File: src/rtl/fitness_eval_seq.sv
// Sequential lattice fitness evaluator: one site per cycle, adding the site's self
// energy plus its right-neighbour interaction, saturating at the FIT_WIDTH maximum.
module fitness_eval_seq #(
  parameter int NUM_PARTICLE_TYPE = 3,
  parameter int DATA_WIDTH        = 4,
  parameter int TYPE_WIDTH        = 2,
  parameter int LATTICE_LENGTH    = 11,
  parameter int FIT_WIDTH         = 10,
  parameter int WRAP_EN           = 0
) (
  input  logic                                             clk_i,
  input  logic                                             rst_n,
  input  logic [NUM_PARTICLE_TYPE*DATA_WIDTH-1:0]          self_energy_vec_i,
  input  logic [NUM_PARTICLE_TYPE*NUM_PARTICLE_TYPE*DATA_WIDTH-1:0] interact_matrix_i,
  input  logic [LATTICE_LENGTH*TYPE_WIDTH-1:0]             individual_vec_i,
  input  logic                                             in_valid_i,
  output logic                                             in_ready_o,
  output logic                                             out_valid_o,
  input  logic                                             out_ready_i,
  output logic [FIT_WIDTH-1:0]                             self_fit_o,
  output logic                                             overflow_o,
  output logic                                             type_err_o
);

  // state | meaning
  // IDLE  | waiting for a job, in_ready_o high
  // ACC   | accumulating one lattice site per cycle
  // DONE  | result valid, waiting for out_ready_i
  typedef enum logic [1:0] {IDLE, ACC, DONE} state_t;

  localparam int SW = ((FIT_WIDTH > DATA_WIDTH) ? FIT_WIDTH : DATA_WIDTH) + 2;
  localparam int IW = $clog2(LATTICE_LENGTH);
  localparam logic [SW-1:0] SAT = {{(SW-FIT_WIDTH){1'b0}}, {FIT_WIDTH{1'b1}}};

  state_t state, state_nxt;

  logic [NUM_PARTICLE_TYPE*DATA_WIDTH-1:0]                   self_q;
  logic [NUM_PARTICLE_TYPE*NUM_PARTICLE_TYPE*DATA_WIDTH-1:0] j_q;
  logic [LATTICE_LENGTH*TYPE_WIDTH-1:0]                      ind_q;
  logic [IW-1:0]                                             idx;

  logic                  accept, last;
  logic [TYPE_WIDTH-1:0] t_cur, t_nbr;
  logic                  cur_ok, nbr_ok, has_pair;
  logic [DATA_WIDTH-1:0] self_term, pair_term;
  logic [SW-1:0]         sum;
  int                    nbr_i;

  assign in_ready_o  = (state == IDLE);
  assign out_valid_o = (state == DONE);
  assign accept      = in_valid_i & in_ready_o;
  assign last        = (idx == IW'(LATTICE_LENGTH-1));

  always_ff @(posedge clk_i or negedge rst_n) begin
    if (!rst_n) state <= IDLE;
    else        state <= state_nxt;
  end

  always_comb begin
    state_nxt = state;
    case (state)
      IDLE:    if (accept) state_nxt = ACC;
      ACC:     if (last) state_nxt = DONE;
      DONE:    if (out_ready_i) state_nxt = IDLE;
      default: state_nxt = IDLE;
    endcase
  end

  // Out-of-range types contribute nothing to either their self or pair terms.
  always_comb begin
    nbr_i     = last ? 0 : int'(idx) + 1;
    t_cur     = ind_q[int'(idx)*TYPE_WIDTH +: TYPE_WIDTH];
    t_nbr     = ind_q[nbr_i*TYPE_WIDTH +: TYPE_WIDTH];
    cur_ok    = int'(t_cur) < NUM_PARTICLE_TYPE;
    nbr_ok    = int'(t_nbr) < NUM_PARTICLE_TYPE;
    has_pair  = !last || (WRAP_EN != 0);
    self_term = '0;
    pair_term = '0;
    if (cur_ok)
      self_term = self_q[int'(t_cur)*DATA_WIDTH +: DATA_WIDTH];
    if (has_pair && cur_ok && nbr_ok)
      pair_term = j_q[(int'(t_cur)*NUM_PARTICLE_TYPE + int'(t_nbr))*DATA_WIDTH +: DATA_WIDTH];
    sum = SW'(self_fit_o) + SW'(self_term) + SW'(pair_term);
  end

  always_ff @(posedge clk_i or negedge rst_n) begin
    if (!rst_n) begin
      self_q     <= '0;
      j_q        <= '0;
      ind_q      <= '0;
      idx        <= '0;
      self_fit_o <= '0;
      overflow_o <= 1'b0;
      type_err_o <= 1'b0;
    end else if (accept) begin
      self_q     <= self_energy_vec_i;
      j_q        <= interact_matrix_i;
      ind_q      <= individual_vec_i;
      idx        <= '0;
      self_fit_o <= '0;
      overflow_o <= 1'b0;
      type_err_o <= 1'b0;
    end else if (state == ACC) begin
      if (sum > SAT) begin
        self_fit_o <= {FIT_WIDTH{1'b1}};
        overflow_o <= 1'b1;
      end else begin
        self_fit_o <= sum[FIT_WIDTH-1:0];
      end
      if (!cur_ok) type_err_o <= 1'b1;
      if (!last)   idx <= idx + IW'(1);
    end
  end

endmodule

File: config.mk
export PLATFORM = sky130hd
export DESIGN_NAME = fitness_eval_seq
export DESIGN_NICKNAME = d
export VERILOG_FILES = /design/src/rtl/fitness_eval_seq.sv
export SDC_FILE = /design/constraint.sdc
export NUM_CORES = 1
export LEC_CHECK = 0
export CORE_MARGIN = 3
export CORE_UTILIZATION = 53
export DETAILED_ROUTE_END_ITERATION = 8
export HOLD_SLACK_MARGIN = 0.06
export PLACE_DENSITY = 0.81
export SKIP_CTS_REPAIR_TIMING = 1
export SLEW_MARGIN = 20
export SYNTH_ARGS = -nofsm -noshare
export SYNTH_HDL_FRONTEND = slang
export SYNTH_SLANG_ARGS = --single-unit
File: constraint.sdc
create_clock -name clk_i -period 6.8 [get_ports clk_i]
set_clock_uncertainty 0.1 [all_clocks]
set_input_delay 0.68 -clock clk_i [delete_from_list [all_inputs] [get_ports clk_i]]
set_output_delay 0.68 -clock clk_i [all_outputs]
set_load 0.01 [all_outputs]
# Word level (Yosys, flattened, before mapping)
# Cells that the tools add are included.
[op_classes] mul=1 bitwise=1 shift=4 add_sub_neg=5 eq_ne=8 magnitude_cmp=3 div=0 reduce_logical=10 muxes=19
[ops] cell="$shiftx A36 B8 Y4" count=1
[ops] cell="$mux W10" count=3
[ops] cell="$shiftx A22 B6 Y2" count=1
[ops] cell="$shiftx A22 B7 Y2" count=1
[ops] cell="$mux W4" count=5
[ops] cell="$add A11 B4 Y12" count=1
[ops] cell="$gt A12 B10 Y1 const B" count=1
[ops] cell="$shiftx A12 B5 Y4" count=1
[ops] cell="$add A10 B4 Y11" count=1
[ops] cell="$mux W1" count=6
[ops] cell="$mux W2" count=3
[ops] cell="$ne A2 B2 Y1 const B" count=3
[ops] cell="$pmux W2 S3" count=1
[ops] cell="$reduce_and A2 Y1" count=3
[ops] cell="$add A4 B1 Y5 const B" count=1
[ops] cell="$add A4 B2 Y5" count=1
[ops] cell="$mux W5" count=1
[ops] cell="$add A4 B1 Y4 const B" count=1
[ops] cell="$eq A4 B4 Y1 const B" count=1
[ops] cell="$lt A2 B2 Y1 const B" count=2
[ops] cell="$mul A2 B2 Y4 const B" count=1
[ops] cell="$ne A2 B1 Y1 const B" count=2
[ops] cell="$reduce_bool A2 Y1" count=2
[ops] cell="$reduce_and A3 Y1" count=1
[ops] cell="6 further kinds" count=7
[word_totals] latchBits=0 ram_bits=0 romBits=0 output_inout_bits=14 wordCells=59 reg_bits=88 mem_count=0

# Logic depth before layout (Yosys ltp)
[depth] depth_word=11 mapped_depth=26 ltp_nobuf=23

# Worst setup path after synthesis
# No wires, ideal clock.
[synth_timing] path_kind="register to register" startpoint="reg idx[0]" endpoint="reg self_fit_o[3]" n_path_buf=4 setup_ns=0.156 required_time_ns=6.544 synth_period_minus_slack_ns=5.956 slack_ns=0.844 path_stages_with_launch=26 arrival_time_ns=5.700 path_cell_list="dfrtp_1 buf_6 buf_8 inv_1 ha_1 clkbuf_1 nor2b_1 nand3_1 a31oi_1 nor3_2 fa_1 nand2b_1 fa_1 nor4b_1 a22oi_1 or2_1 fa_1 inv_1 ha_1 a21o_1 a21oi_1 o21ai_0 nand3_1 or2_2 clkbuf_1 o311ai_0"
[synth_between] elab_chain_cells=11
[synth_lines] element="from (decl)" line_no="40" source="logic [IW-1:0] idx;"
[synth_lines] element="from (signal assigned)" line_no="111" source="if (!last) idx <= idx + IW'(1);"
[synth_lines] element="parallel branches: the longest is 6 deep, another holds $add A4 B2 Y5"
[synth_lines] element="$add A11 B4 Y12 (*)" line_no="83" source="sum = SW'(self_fit_o) + SW'(self_term) + SW'(pair_term);"
[synth_lines] element="$gt A12 B10 Y1" line_no="104" source="if (sum > SAT) begin"
[synth_lines] element="$mux W10 (*)" line_no="104"
[synth_lines] element="$mux W10 (*)" line_no="103" source="end else if (state == ACC) begin"
[synth_lines] element="$mux W10 (*)" line_no="95" source="end else if (accept) begin"
[synth_lines] element="to (signal assigned)" line_no="105" source="self_fit_o <= {FIT_WIDTH{1'b1}};"
[synth_lines] element="to (signal assigned)" line_no="108" source="self_fit_o <= sum[FIT_WIDTH-1:0];"
[synth_lines] element="to (decl)" line_no="20" source="output logic [FIT_WIDTH-1:0] self_fit_o,"
# Every way passes the cells marked *. The select of a mux whose other input is x is not followed.
# A chain may end at the register's enable or synchronous reset.

# Worst setup path after layout
[layout_timing] startpoint="reg idx[1]" endpoint="reg self_fit_o[6]"
# Same word-level chain as after synthesis.

==> impl_metrics.yaml <==
detailed_routing:
  wl_mm: 11.1
  vias_per_cell: 5.55
  detail_route.wl_per_cell_um: 15.4
  drt_first_iter_violations: 196
  first_pass_iters: 5
  drc: 0
  route.vias.total: 4005
  drt.antenna.violating_nets: 0
global_routing:
  maximum_number_of_pins_on_one_net_before_global_route_repair: 79
  global_route.usage.total_pct: 23.0
  grt_antenna_before_repair: 0
  grt_pass1_wl_mm: 18.8
  globalRouteOverflowTotal: 0
  grt_pass1_vias: 3987
sta:
  final.setup.worst_slack_ps: 516
  grt_setup_unrepaired: "false"
  fin_setup_tns_ps: 0
  setup_viol: 0
  number_of_hold_violations_in_the_final_report: 0
  fin_crit_sh_pct: 92.4
  tmin_final_ps: 6280
  tightestPinTransition_ps: 740
  max_clock_freq_mhz: 159
  slew-limit-headroom_pct: 50.7
  slew_violations: 0
synth:
  netlist_top_cells_count: "221 x sky130_fd_sc_hd__nand2_1, 88 x sky130_fd_sc_hd__dfrtp_1, 19 x sky130_fd_sc_hd__clkbuf_1, 18 x sky130_fd_sc_hd__inv_1, 17 x sky130_fd_sc_hd__nand3_1"
  yosys.cell_count.top_type: "sky130_fd_sc_hd__nand2_1"
  syn_inst: 536
  synth_area_leaders: "sky130_fd_sc_hd__dfrtp_1 45%, sky130_fd_sc_hd__nand2_1 17%, sky130_fd_sc_hd__mux4_2 5.1%"
  synth_flop_cell: "sky130_fd_sc_hd__dfrtp_1"
  yosys_register_bits: 88
  synth-edff-count: 0
  syn-cell-area_sq_um: 4840
  synth-async-reset-ratio_pct: 100
  ys_seq_area_share_pct: 45.5
  synth_top_area_share_pct: 45.5
  yosys_warnings: 0
  avgSynthCellArea_sq_um: 9.03
  synth.largest_area_cell: "sky130_fd_sc_hd__dfrtp_1"
  synth_nets: 626
  synth_cell_types: 55
clock_tree:
  numCtsBuffers: 9
  clk_transition_reported_paths_ps: 100
  tritoncts: "built"
  clockBufferDepth: 2
  clockRootBuffer: "sky130_fd_sc_hd__clkbuf_8"
  cts.sink_count: 88
  worstSkewPairLatency_ps: 350
  htree_levels: 3
critical_path:
  worst_path_most_repeated_cell: "sky130_fd_sc_hd__fa_1"
  critical_path_class: "flip-flop to flip-flop"
  worst_setup_path_end_kind: "flip-flop"
  critical_path_required_time_ps: 6930
  cp_max_fo: 14
  path_cells: "ha_1 -> and3b_1 -> o31a_1 -> a31oi_1 -> nor3_2 -> fa_1 -> nand2b_1 -> fa_1 -> nor4b_1 -> buf_4 -> a22oi_1 -> or2_1 -> fa_1 -> inv_1 -> ha_1 -> a21o_1 -> a21oi_1 -> o21ai_0 -> nand3_1 -> or2_2 -> o311ai_0"
  path_buf_inv: 2
  crit_family: "adder cells"
  critPathSlowestCell: "sky130_fd_sc_hd__dfrtp_1"
  startpoint_type: "flip-flop"
  cpPeakStageDelay_ps: 650
  cp.arrival_ps: 6420
floorplan:
  die_height_um: 102
  boundaryPins: 88
  start_util_pct: 55.0
  floorplan.die_area_sq_um: 10300
  die_width_um: 102
  core_area_sq_um: 8810
  num_rows: 34
finish:
  antenna_diodes: 0
  final_util_pct: 67.4
  finish.net_count: 698
  fin_area_sq_um: 5940
  final_layout_size_suffix_gt1_share_pct: 8.48
  area_growth_pct: 22.6
flow_run:
  drv.max_cap_violation_count: 0
worst_hold_path:
  hp-class: "input port to async pin"
place:
  pre_cts_ws_ps: 547
  placement.cell_area_sq_um: 5720
  post-dp-hpwl_mm: 8.09
  buffer_ports.inserted: 87
  gp_routability_congestion: 0.911
status:
  run_status: "finished, final reports clean"
-- worst paths after layout --
kind	endpoint	slack (ps)	cells after the start	startpoint
setup / recovery	self_fit_o[6]	520	21	idx[1]
min in group clk_i	j_q[12]	370	2	j_q[12]
max in group asynchronous	idx[0]	5410	2	rst_n
setup reg to reg	self_fit_o[6]	520	21	idx[1]
hold reg to reg	j_q[12]	370	2	j_q[12]
hold / removal	ind_q[6]	160	1	rst_n
-- worst reg2reg max path, cell delays in order (launching register included) --
cell and delay [ps]:
sky130_fd_sc_hd__dfrtp_1 650, sky130_fd_sc_hd__ha_1 330, sky130_fd_sc_hd__and3b_1 370, sky130_fd_sc_hd__o31a_1 190, sky130_fd_sc_hd__a31oi_1 80, sky130_fd_sc_hd__nor3_2 290
sky130_fd_sc_hd__fa_1 490, sky130_fd_sc_hd__nand2b_1 180, sky130_fd_sc_hd__fa_1 590, sky130_fd_sc_hd__nor4b_1 290, sky130_fd_sc_hd__buf_4 190, sky130_fd_sc_hd__a22oi_1 70
sky130_fd_sc_hd__or2_1 230, sky130_fd_sc_hd__fa_1 540, sky130_fd_sc_hd__inv_1 60, sky130_fd_sc_hd__ha_1 290, sky130_fd_sc_hd__a21o_1 110, sky130_fd_sc_hd__a21oi_1 80
sky130_fd_sc_hd__o21ai_0 300, sky130_fd_sc_hd__nand3_1 180, sky130_fd_sc_hd__or2_2 420, sky130_fd_sc_hd__o311ai_0 140
-- cell usage in the layout (no fill, tap or decap), types with 10 or more instances in the layout --
cell type                         Yosys  routed
sky130_fd_sc_hd__nand2_1            221     220
sky130_fd_sc_hd__dfrtp_1             88      87
sky130_fd_sc_hd__clkdlybuf4s50_1      0      86
sky130_fd_sc_hd__inv_1               18      18
sky130_fd_sc_hd__nand3_1             17      17
sky130_fd_sc_hd__o21ai_0             14      14
sky130_fd_sc_hd__nor2_1              12      12
sky130_fd_sc_hd__mux4_2              11      11
sky130_fd_sc_hd__clkbuf_8             0      10
-- metrics by stage --
step,instances,hold WS (ps)
2_1_floorplan,536,284
3_3_place_gp,705,354
3_5_place_dp,705,358
4_1_cts,721,168
5_1_grt,721,178
6_report,721,161
-- cell type report --
| type | count | area, sq um |
|---|---|---|
| tap | 108 | 135 |
| multi-input combinational | 397 | 2400 |
| inverter | 18 | 67.6 |
| clock inverter | 6 | 75.1 |
| fill | 674 | 2870 |
| sequential | 88 | 2200 |
| clock buffer | 10 | 138 |
| timing repair buffer | 94 | 921 |
-- cell families (layout without fill, tap and decap cells) --
kind of cell | after synthesis | count (layout) | synth area share [%]
simple gates | 284 | 284 | 24.7
flops | 88 | 88 | 45.5
compound gates | 67 | 67 | 10.1
buf+inv | 51 | 128 | 5.07
mux | 26 | 26 | 8.71
fa+ha+maj | 16 | 16 | 5.22
xor+xnor | 4 | 4 | 0.724
-- flip-flops by register name, indices dropped and copies added, names as in the netlist --
register,count
self_q,12
idx,4
overflow_o,1
j_q,36
type_err_o,1
ind_q,22
self_fit_o,10
state,2
-- routing by layer --
layer  track usage, %  wire length (um)  vias up
met2             36.2              5200      131
met1             32.1              5160     1922
met3             4.61               605       19
met4             7.36               157        0
li1                 -                 -     1933
met5                0                 0        -
Power is not shown: default switching activity piles up to over one toggle a cycle in this logic, so the estimate is an artifact.
